File: src/rtl/arf_dump_tx_if.sv
// Byte-stream valid/ready link between the register-file dump engine and the host link.
interface arf_dump_tx_if;
    logic [7:0] data;
    logic       valid;
    logic       ready;

    modport master (output data, output valid, input ready);
    modport slave  (input data, input valid, output ready);
endinterface

File: src/rtl/arf_dump_tx.sv
// Snapshots the eight GPRs and condition codes on request and streams them as a
// HEADER / 32 register bytes / CC byte / checksum frame over a valid/ready port.
module arf_dump_tx #(
    parameter logic [7:0] HEADER = 8'hA5
) (
    input  logic        clk,
    input  logic        rst_n,
    input  logic        start,
    input  logic [31:0] eax,
    input  logic [31:0] ecx,
    input  logic [31:0] edx,
    input  logic [31:0] ebx,
    input  logic [31:0] esp,
    input  logic [31:0] ebp,
    input  logic [31:0] esi,
    input  logic [31:0] edi,
    input  logic [2:0]  cc,
    output logic        busy,
    output logic        done,
    arf_dump_tx_if.master tx
);
    typedef enum logic [2:0] {IDLE, HDR, REG, CCB, SUM} state_t;

    state_t          state;
    logic [7:0][31:0] snap;
    logic [2:0]      cc_snap;
    logic [4:0]      idx;
    logic [7:0]      sum;
    logic            accept;

    assign accept = tx.valid & tx.ready;

    // Byte idx of the snapshot: register idx[4:2], most significant byte first.
    function automatic logic [7:0] reg_byte(input logic [7:0][31:0] s, input logic [4:0] i);
        logic [31:0] w;
        w = s[i[4:2]];
        return w[{~i[1:0], 3'b000} +: 8];
    endfunction

    always_ff @(posedge clk or negedge rst_n) begin
        if (!rst_n) begin
            state    <= IDLE;
            snap     <= '0;
            cc_snap  <= '0;
            idx      <= '0;
            sum      <= '0;
            busy     <= 1'b0;
            done     <= 1'b0;
            tx.valid <= 1'b0;
            tx.data  <= '0;
        end else begin
            done <= 1'b0;
            case (state)
                IDLE: begin
                    if (start) begin
                        snap     <= {edi, esi, ebp, esp, ebx, edx, ecx, eax};
                        cc_snap  <= cc;
                        sum      <= '0;
                        busy     <= 1'b1;
                        tx.valid <= 1'b1;
                        tx.data  <= HEADER;
                        state    <= HDR;
                    end
                end
                HDR: begin
                    if (accept) begin
                        idx     <= '0;
                        tx.data <= reg_byte(snap, 5'd0);
                        state   <= REG;
                    end
                end
                REG: begin
                    if (accept) begin
                        sum <= sum + tx.data;
                        if (idx == 5'd31) begin
                            tx.data <= {5'b0, cc_snap};
                            state   <= CCB;
                        end else begin
                            idx     <= idx + 5'd1;
                            tx.data <= reg_byte(snap, idx + 5'd1);
                        end
                    end
                end
                CCB: begin
                    if (accept) begin
                        // Present the completed checksum directly; sum itself is not read again.
                        sum     <= sum + tx.data;
                        tx.data <= sum + tx.data;
                        state   <= SUM;
                    end
                end
                SUM: begin
                    if (accept) begin
                        busy     <= 1'b0;
                        done     <= 1'b1;
                        tx.valid <= 1'b0;
                        tx.data  <= '0;
                        state    <= IDLE;
                    end
                end
                default: state <= IDLE;
            endcase
        end
    end
endmodule

File: src/flat_wrapper.sv
// flat-port wrapper written by rule: the top's interface ports become plain ports
module arf_dump_tx_flat 
#(
    parameter logic [7:0] HEADER = 8'hA5
)
  (clk, rst_n, start, eax, ecx, edx, ebx, esp, ebp, esi, edi, cc, busy, done, tx_data, tx_valid, tx_ready);
  arf_dump_tx_if tx_i ();
  input  logic clk;
  input  logic rst_n;
  input  logic start;
  input  logic [31:0] eax;
  input  logic [31:0] ecx;
  input  logic [31:0] edx;
  input  logic [31:0] ebx;
  input  logic [31:0] esp;
  input  logic [31:0] ebp;
  input  logic [31:0] esi;
  input  logic [31:0] edi;
  input  logic [2:0] cc;
  output logic busy;
  output logic done;
  output wire logic [$bits(tx_i.data)-1:0] tx_data;
  output wire logic [$bits(tx_i.valid)-1:0] tx_valid;
  input wire logic [$bits(tx_i.ready)-1:0] tx_ready;
  assign tx_data = tx_i.data;
  assign tx_valid = tx_i.valid;
  assign tx_i.ready = tx_ready;
  arf_dump_tx #(.HEADER(HEADER)) u_core (.clk(clk), .rst_n(rst_n), .start(start), .eax(eax), .ecx(ecx), .edx(edx), .ebx(ebx), .esp(esp), .ebp(ebp), .esi(esi), .edi(edi), .cc(cc), .busy(busy), .done(done), .tx(tx_i));
endmodule
File: config.mk
export PLATFORM = sky130hd
export DESIGN_NAME = arf_dump_tx_flat
export DESIGN_NICKNAME = d
export VERILOG_FILES = /design/src/rtl/arf_dump_tx_if.sv /design/src/rtl/arf_dump_tx.sv /design/src/flat_wrapper.sv
export SDC_FILE = /design/constraint.sdc
export NUM_CORES = 1
export LEC_CHECK = 0
export ABC_AREA = 1
export CORE_MARGIN = 5
export CORE_UTILIZATION = 40
export CTS_BUF_LIST = sky130_fd_sc_hd__clkbuf_4
export CTS_CLUSTER_SIZE = 25
export DETAILED_ROUTE_END_ITERATION = 6
export DONT_BUFFER_PORTS = 1
export PLACE_DENSITY = 0.51
export SYNTH_ARGS = -nofsm -noshare
export SYNTH_HDL_FRONTEND = slang
export SYNTH_SLANG_ARGS = --single-unit
export TNS_END_PERCENT = 5
File: constraint.sdc
create_clock -name clk -period 3.75 [get_ports clk]
set_clock_uncertainty 0.05 [all_clocks]
set_input_delay 0.1875 -clock clk [delete_from_list [all_inputs] [get_ports clk]]
set_output_delay 0.1875 -clock clk [all_outputs]
set_load 0.02 [all_outputs]
==> summary.md <==
| Metric | Value |
|---|---|
| Run status | `finished, violations left` |
| Violations in the final reports | `hold timing` |
| WP data arrival | `3710 ps` |
| Final antenna-violating net count | `0` |
| Number of cells in the design after placement | `2178` |
| Vertical die dimension | `196 µm` |
| Largest net degree at the start of global routing | `286` |
| Worst hold-check path type | `in -> async` |
| Largest driver fanout on the critical path | `56` |
| Cell accounting for the most synthesized area | `dfrtp_1` |
| Total die area | `0.0386 mm²` |
| Worst-Skew Late Latency | `760 ps` |
| Synthesis-to-layout area growth | `30.6%` |
| Cell types occupying the most area after synthesis | `dfrtp_1 51%, nand2_1 21%, nand3_1 5.9%` |
| Fraction of synthesis flops using an asynchronous set or reset pin | `100%` |
| Average detailed-routed wire length per instance | `19.6 µm` |
| Ports | `274` |
| DP HPWL | `33.9 mm` |
| Category of the critical setup timing path | `reg -> reg` |
| Proportion of layout cells with a drive suffix above 1 | `7.27%` |
| Total global routing track utilization | `26.4%` |
| Number of warnings printed during yosys synthesis | `0` |
| Clock root cell | `clkbuf_4` |
| Count of port buffers added during placement | `0` |
| Initial DRC Count | `1112` |
| Reg-to-reg critical path startpoint | `u_core.idx[1]$_DFFE_PN0P_` |
| Residual DRC | `0` |
| Total Routed Length | `51.4 mm` |
| Fillcell total | `3298` |
| Final weighted congestion of routability-driven global placement | `0.867` |
| Slew of the pin with the lowest slew margin | `1020 ps` |
| Static leakage | `8.90 nW` |
| Reg2Reg Setup Slack | `630 ps` |
| Share of Yosys cell area claimed by the top area cell type | `51.3%` |
| Htree depth | `3` |
| Clock net sink count | `285` |
| Flop and latch count out of synthesis | `285` |
| CTS tree | `built` |
| Site Rows | `68` |
| Number of buffers inserted to repair setup after CTS | `0` |
| Number of gates given a new drive strength after cts | `0` |
| Vias in the first global route | `13.4k` |
| Worst hold margin | `-930 ps` |
| Largest buffer count on any clock path | `3` |
| Overflow after GRT | `0` |
| Slew Viols, Final | `0` |
| Via/cell ratio | `5.09` |
| Dominant synthesized flop cell | `dfrtp_1` |
| Top cell types by occurrence after synthesis | `794 x nand2_1, 285 x dfrtp_1, 163 x nand3_1` |
| End of the worst register-to-register path | `u_core.tx.data[1]$_DFFE_PN0P_` |
| RSZ-0062 raised after global routing | `false` |
| Worst vdd ir | `0.518 mV` |
| Startpoint of the most critical setup path | `u_core.idx[1]$_DFFE_PN0P_` |
| Number of antenna violations at the first check in global routing | `6` |
| Final-report hold violation count | `285` |
| Post-synth EDFFs | `0` |
| Number of different library cells in the post-synthesis netlist | `26` |
| Worst max-slew margin expressed relative to the limit | `32.3%` |
| 1st-pass router iterations | `7` |
| Mean Syn Cell Area | `7.65 µm²` |
| Part of the cycle the worst path needs | `83.1%` |
| Area of the placeable core | `0.0345 mm²` |
| Max cap viols | `0` |
| Kind of end point of the critical path | `register` |
| Sum of negative setup slack | `0 ps` |
| Starting Density | `40.3%` |
| R2r worst-path depth | `16` |
| Number of instances in the synthesized netlist | `1818` |
| Die W | `196 µm` |
| CTS Buf Count | `81` |
| Cts hold-fix bufs | `296` |
| Ratio of total power to cell area | `725 mW/mm²` |
| CP required | `4340 ps` |
| Highest clock frequency the design can meet | `0.321 GHz` |
| Via total after detailed routing | `13.3k` |
| Utilization after layout | `52.7%` |
| NumNets Final | `2375` |
| Final critical path time including I/O delays and setup | `3120 ps` |
| Clock input transition at the sequential cells of the worst setup and hold paths | `70 ps` |
| Kind of start point of the critical path | `register` |
| Global-route wire length before repair | `78.8 mm` |
| Post-route insts no fill | `2621` |
| Portion of the post-synthesis area used by sequential elements | `51.3%` |
| Setup-failing EPs final | `0` |
| Most common cell in the synthesized netlist | `nand2_1` |
| Area of the mapped netlist | `0.0139 mm²` |
| Number of nets in the synthesized netlist | `2091` |
worst max-delay path by stage:
stage,end,slack (ps),cells past startpoint
finish,u_core.tx.data[1]$_DFFE_PN0P_,630,16
global route,u_core.tx.data[1]$_DFFE_PN0P_,440,16
CTS,u_core.tx.data[1]$_DFFE_PN0P_,720,16
detailed placement,u_core.tx.data[1]$_DFFE_PN0P_,730,16
global placement,u_core.tx.data[1]$_DFFE_PN0P_,850,16
floorplan,u_core.tx.data[7]$_DFFE_PN0P_,980,15
metrics by stage:
stage	area (µm²)	total power [mW]	setup WS [ps]
floorplan	13900	8.40	981
global placement	14100	9.76	847
detailed placement	14100	9.84	731
CTS	18100	13.2	725
global route	18100	14.2	443
finish	18200	13.2	634
power breakdown:
part	leakage [nW]	internal [mW]	switching, mW	total (mW)
logic	4.75	1.72	3.06	4.78
clock network	0.616	1.63	1.37	3.00
registers	3.53	4.53	0.856	5.39
critical path: stages (launching register included):
cell and delay, ps:
dfrtp_1 420, ha_1 240, nand2_1 270, nor2_1 80
ha_2 330, buf_4 540, o21ai_0 220, nand2_1 110
nand3_1 120, nand3_1 110, nand3_1 100, nand2_1 120
nand2_1 70, nand2_1 60, nand2_1 50, nand2_1 50
nand2_1 50
layout make-up:
type,instances,area [µm²],share of cell area (%)
diodes,5,12.5,0.0689
clock buffers,117,878,4.84
clock inverters,25,176,0.972
inverters,165,622,3.43
multi-input cells,1257,5620,30.9
flip-flops and latches,285,7130,39.3
well taps,455,569,3.14
repair buffers,312,3150,17.3
layer usage:
metal	global-route usage [%]	part of all wire [%]	vias up
met5	0	0.053	-
met4	8.87	3.1	4
met3	5.83	7.3	108
met2	38.8	43	497
met1	38.8	46	6330
li1	-	-	6402
cells by family (layout without fill, tap and decap cells):
family | count (synthesis) | after routing | synth area share [%]
other cells | 0 | 5 | 0
simple gates | 988 | 988 | 28.4
fa+ha+maj | 10 | 10 | 0.954
xor+xnor | 4 | 4 | 0.252
flops | 285 | 285 | 51.3
buf+inv | 276 | 619 | 8.51
compound gates | 255 | 255 | 10.5
cells in the final DEF (no fill, tap or decap), drive strengths merged:
cell type,n
o22ai,9
buf,16
clkinv,22
xor2,2
nand4,3
nand3,163
clkinvlp,1
bufinv,3
nand2,796
inv,164
ha,9
clkbuf,117
or2,6
dfrtp,285
o211ai,70
diode,5
nor2,20
a21boi,1
o21ai,153
a21oi,22
fa,1
dlygate4sd3,296
xnor2,2
flip-flops by register name, summed over array words and instances, names as in the netlist:
register / count
u_core.tx.data: 8
u_core.cc_snap: 3
u_core.idx: 5
u_core.state: 3
u_core.snap: 256
u_core.tx.valid: 1
u_core.sum: 8
u_core.done: 1
(Power assumes the default switching activity.)
